--- src/rtl/operand_arbiter_2.sv ---
// operand_arbiter_2: two-requester round-robin arbiter with burst limit.
// It drives the 2:1 operand mux select and registers the selected beat
// into a one-entry output register that has a valid/ready handshake.
// Ports:
//   clk, rst             clock, async active-high reset
//   req0/data0 -> gnt0   requester 0 handshake (gnt = beat accepted)
//   req1/data1 -> gnt1   requester 1 handshake
//   sel                  registered mux select (0: data0, 1: data1)
//   out_valid/out_data   registered operand toward the PE array
//   out_ready            consumer accepts out_data this cycle
module operand_arbiter_2 #(
  parameter int DATA_W    = 5,
  parameter int MAX_BURST = 4
) (
  input  logic              clk,
  input  logic              rst,
  input  logic              req0,
  input  logic [DATA_W-1:0] data0,
  output logic              gnt0,
  input  logic              req1,
  input  logic [DATA_W-1:0] data1,
  output logic              gnt1,
  output logic              sel,
  output logic              out_valid,
  output logic [DATA_W-1:0] out_data,
  input  logic              out_ready
);

  localparam int CW = $clog2(MAX_BURST + 1);
  localparam logic [CW-1:0] MAXC = CW'(MAX_BURST);

  typedef enum logic [1:0] {
    IDLE = 2'd0,
    OWN0 = 2'd1,
    OWN1 = 2'd2
  } state_t;

  state_t            r_state;
  state_t            w_next;
  logic              r_last_owner;
  logic              w_last_next;
  logic              r_sel;
  logic              r_out_valid;
  logic [DATA_W-1:0] r_out_data;
  logic [CW-1:0]     r_burst_cnt;
  logic [CW-1:0]     w_cnt_inc;
  logic [CW-1:0]     w_cnt_next;
  logic              w_slot_free;
  logic              w_gnt0;
  logic              w_gnt1;
  logic              w_acc;
  logic [DATA_W-1:0] w_mux;

  // The output register can take a beat if empty or being drained now.
  assign w_slot_free = !r_out_valid | out_ready;

  assign w_gnt0 = (r_state == OWN0) & req0 & w_slot_free;
  assign w_gnt1 = (r_state == OWN1) & req1 & w_slot_free;
  assign w_acc  = w_gnt0 | w_gnt1;

  // sel always equals the owner while in an OWN state.
  assign w_mux = r_sel ? data1 : data0;

  // Saturating increment: the counter never wraps on a lone owner.
  assign w_cnt_inc  = (r_burst_cnt == MAXC) ? MAXC
                                            : r_burst_cnt + 1'b1;
  assign w_cnt_next = w_acc ? w_cnt_inc : r_burst_cnt;

  always_comb begin
    w_next      = r_state;
    w_last_next = r_last_owner;
    unique case (r_state)
      IDLE: begin
        if (req0 & req1) begin
          w_next = r_last_owner ? OWN0 : OWN1;
        end else if (req0) begin
          w_next = OWN0;
        end else if (req1) begin
          w_next = OWN1;
        end
      end
      OWN0: begin
        if (req1 & ((w_cnt_next == MAXC) | !req0)) begin
          w_next      = OWN1;
          w_last_next = 1'b0;
        end else if (!req0 & !req1) begin
          w_next      = IDLE;
          w_last_next = 1'b0;
        end
      end
      OWN1: begin
        if (req0 & ((w_cnt_next == MAXC) | !req1)) begin
          w_next      = OWN0;
          w_last_next = 1'b1;
        end else if (!req0 & !req1) begin
          w_next      = IDLE;
          w_last_next = 1'b1;
        end
      end
      default: begin
        w_next = IDLE;
      end
    endcase
  end

  always_ff @(posedge clk or posedge rst) begin
    if (rst) begin
      r_state      <= IDLE;
      r_last_owner <= 1'b1;
      r_burst_cnt  <= '0;
    end else begin
      r_state      <= w_next;
      r_last_owner <= w_last_next;
      // Any ownership change starts a fresh burst.
      if (w_next != r_state) begin
        r_burst_cnt <= '0;
      end else begin
        r_burst_cnt <= w_cnt_next;
      end
    end
  end

  // Select tracks the upcoming owner so the new owner can be granted
  // the very next cycle; it holds its value through IDLE.
  always_ff @(posedge clk or posedge rst) begin
    if (rst) begin
      r_sel <= 1'b0;
    end else if (w_next == OWN0) begin
      r_sel <= 1'b0;
    end else if (w_next == OWN1) begin
      r_sel <= 1'b1;
    end
  end

  always_ff @(posedge clk or posedge rst) begin
    if (rst) begin
      r_out_valid <= 1'b0;
      r_out_data  <= '0;
    end else if (w_acc) begin
      r_out_valid <= 1'b1;
      r_out_data  <= w_mux;
    end else if (out_ready) begin
      r_out_valid <= 1'b0;
    end
  end

  assign gnt0      = w_gnt0;
  assign gnt1      = w_gnt1;
  assign sel       = r_sel;
  assign out_valid = r_out_valid;
  assign out_data  = r_out_data;

endmodule

--- config.mk ---
export PLATFORM = sky130hd
export DESIGN_NAME = operand_arbiter_2
export DESIGN_NICKNAME = d
export VERILOG_FILES = /design/src/rtl/operand_arbiter_2.sv
export SDC_FILE = /design/constraint.sdc
export NUM_CORES = 1
export LEC_CHECK = 0
export CAP_MARGIN = 15
export CORE_UTILIZATION = 54
export CTS_BUF_LIST = sky130_fd_sc_hd__clkbuf_4 sky130_fd_sc_hd__clkbuf_8
export DETAILED_ROUTE_END_ITERATION = 6
export GPL_TIMING_DRIVEN = 0
export PLACE_DENSITY = 0.88
export SYNTH_ARGS = -nofsm -noshare
export SYNTH_HDL_FRONTEND = slang
export SYNTH_SLANG_ARGS = --single-unit
--- constraint.sdc ---
create_clock -name clk -period 4 [get_ports clk]
set_clock_uncertainty 0.2 [all_clocks]
set_input_delay 0.6 -clock clk [delete_from_list [all_inputs] [get_ports clk]]
set_output_delay 0.6 -clock clk [all_outputs]
set_load 0.005 [all_outputs]
==> metrics.cfg <==
[clock_network]
cts_tree = built
numCtsBuffers = 3
cts_buffer_depth = 2
cts.sinks = 13
post_cts_buffers = 0
path_clk_slew_ps = 80
insertion_delay_ps = 270
h-tree-depth = 1
cts_root_buf = clkbuf_4
ctsResizeCount = 0
ctsHoldBuffers = 0

[finish]
fillers = 138
mostFrequentLayoutCells = 23 x clkdlybuf4s50_1, 12 x nand2_1, 12 x dfrtp_1
regArea_um2 = 327
multi_input_area_um2 = 606
n_antenna_cell = 0
area_growth_pct = 29.8
final_nets = 162
final_common_cell = clkdlybuf4s50_1
drive_above_1_share_pct = 9.35
post-route-util_pct = 74.4

[setup_path]
cpPeakStageDelay_ps = 540
start_kind = primary input
critPathCaptureType = primary output
cp_cell_sequence = clkdlybuf4s50_1, clkbuf_1, nand2_1, nor2_1, clkdlybuf4s50_1
worstPathRequired_ps = 3200
cp_common_cell = clkdlybuf4s50_1
crit_arrival_ps = 2200
criticalPathCategory = primary input to primary output
crit_path_max_fanout = 10
slowest_stage = clkdlybuf4s50_1

[floorplanning]
fp.dieArea_um2 = 1990
die_w_um = 44.6
row_count = 15
initial_core_util_pct = 57.3
core_um2 = 1710
die_y_um = 44.6
ios = 24

[power]
finalPower_mw = 0.744
ir_worst_vdd_v = 0.000429
power.density_nw_per_um2 = 586
leakage_nw = 0.548

[global_route]
antenna_found_initial = 0
grt_overflow = 0
grt_max_degree = 14
grt_pass1_wl_um = 3410
grt_pass1_vias = 864
globalRouteTotalUtil_pct = 23.3

[synthesis]
syn_inst = 112
synth_area_per_cell_um2 = 8.74
ys_types = 37
mappedNetlistNets = 134
synth.cell_area_um2 = 978
ys_seq_area_share_pct = 33.4
synth_seq_cells = 13
yosys_warnings = 0

[placed_design]
io_buffers = 23
gp_congestion = 0.882
dp_hpwl_um = 1720

[sta]
final.setup.tns_ps = 0
worst_pin_slew_ps = 487
final_hold_viol_count = 0
whs_ps = 292
post-route-period-util_pct = 75.0
min_period_ps = 3000
fmaxAchievable_mhz = 333
rsz0062_at_grt = false
setup_viol = 0
slew-limit-headroom_pct = 67.5
slew_viol_final = 0

[drt]
wl_um = 2140
antenna_left = 0
num_vias = 881
drtPass1Iterations = 4
wl_per_cell_um = 13.1
drc_errors = 0
routed_via_density = 5.37
drt-initial-drc-count = 13

[outcome]
status = finished clean

[min_path]
hp-class = flop to flop

[job]
drv_cap = 0

==> registers in the layout, indices dropped and copies added, names as in the netlist <==
name,count
r_last_owner,1
sel,1
r_state,2
out_data,5
r_burst_cnt,3
out_valid,1
==> worst paths after layout <==
kind | cells after the start | startpoint | endpoint | slack, ps
max | 5 | req0 | gnt0 | 1000
min | 2 | out_data[4] | out_data[4] | 290
max reg2reg | 11 | r_state[0] | sel | 1240
min reg2reg | 2 | out_data[4] | out_data[4] | 290
max in group asynchronous | 2 | rst | r_last_owner | 2800
min in group asynchronous | 2 | rst | out_data[4] | 450
==> power by group <==
group | switching, mW | internal, mW
Sequential | 0.0392 | 0.184
Combinational | 0.221 | 0.213
Clock | 0.0415 | 0.0455
==> cell families after synthesis <==
logic type,after synthesis,synth area share (%)
muxes,7,7.29
DFF,13,33.4
adders and majority gates,7,8.95
xor gates and xnor gates,1,0.895
AOI/OAI and AO/OA,39,28.5
and+or+nand+nor,33,16.2
buffers and inverters,12,4.73
==> layout make-up <==
class | count | area share (%)
inverters | 8 | 2.36
clock buffers | 4 | 2.36
repair buffers | 23 | 18.1
flip-flops and latches | 13 | 25.7
multi-input cells | 87 | 47.7
well taps | 25 | 2.46
plain buffers | 4 | 1.28
==> synth_stat cells <==
cell type  count  area [um^2]
a211oi_2       1         12.5
nand2_1       12         45.0
o2111a_2       1         12.5
mux2i_1        6         60.1
xnor2_1        1         8.76
o21ai_0       10         50.1
dfrtp_1       12          300
a311o_1        1         10.0
o31a_1         1         8.76
a21o_1         2         15.0
o21ba_1        1         10.0
mux2_2         1         11.3
nor3_1         3         15.0
o31ai_1        1         7.51
buf_2          1         5.00
o211ai_1       1         7.51
a32oi_1        1         8.76
a211o_1        1         8.76
or2_2          1         6.26
nor2b_1        1         6.26
o2111ai_2      1         15.0
nor2_1         7         26.3
clkbuf_1       3         11.3
or2b_1         1         7.51
and2_1         4         25.0
a22oi_2        1         12.5
ha_1           7         87.6
a21oi_1       10         50.1
a31oi_1        1         6.26
dfstp_2        1         26.3
a31o_1         2         17.5
nand2b_1       2         12.5
o311ai_0       1         8.76
nand3b_1       2         15.0
o2111ai_1      1         8.76
inv_1          8         30.0
o21ai_2        1         8.76
==> critical path: cells and delay by family <==
| kind | cells | cell delay (ps) |
|---|---|---|
| buffers and inverters | 3 | 1360 |
| AND/OR/NAND/NOR | 2 | 250 |
==> stage by stage <==
stage	cells	area [um^2]	worst slack (ps)
2_1_floorplan	112	978	1530
3_3_place_gp	160	1240	1020
3_5_place_dp	160	1240	983
4_1_cts	164	1270	1010
5_1_grt	164	1270	908
6_report	164	1270	1000
==> per-layer routing <==
layer  routed length (um)  share of wire, %  GRT usage, %  up-vias
li1                     -                 -             -      453
met1                  921                43          25.1      414
met2                 1140                53          42.9       12
met3                   64               3.0          8.16        2
met4                   20              0.93          6.06        0
met5                    0                 0             0        -
(Power assumes the default switching activity.)
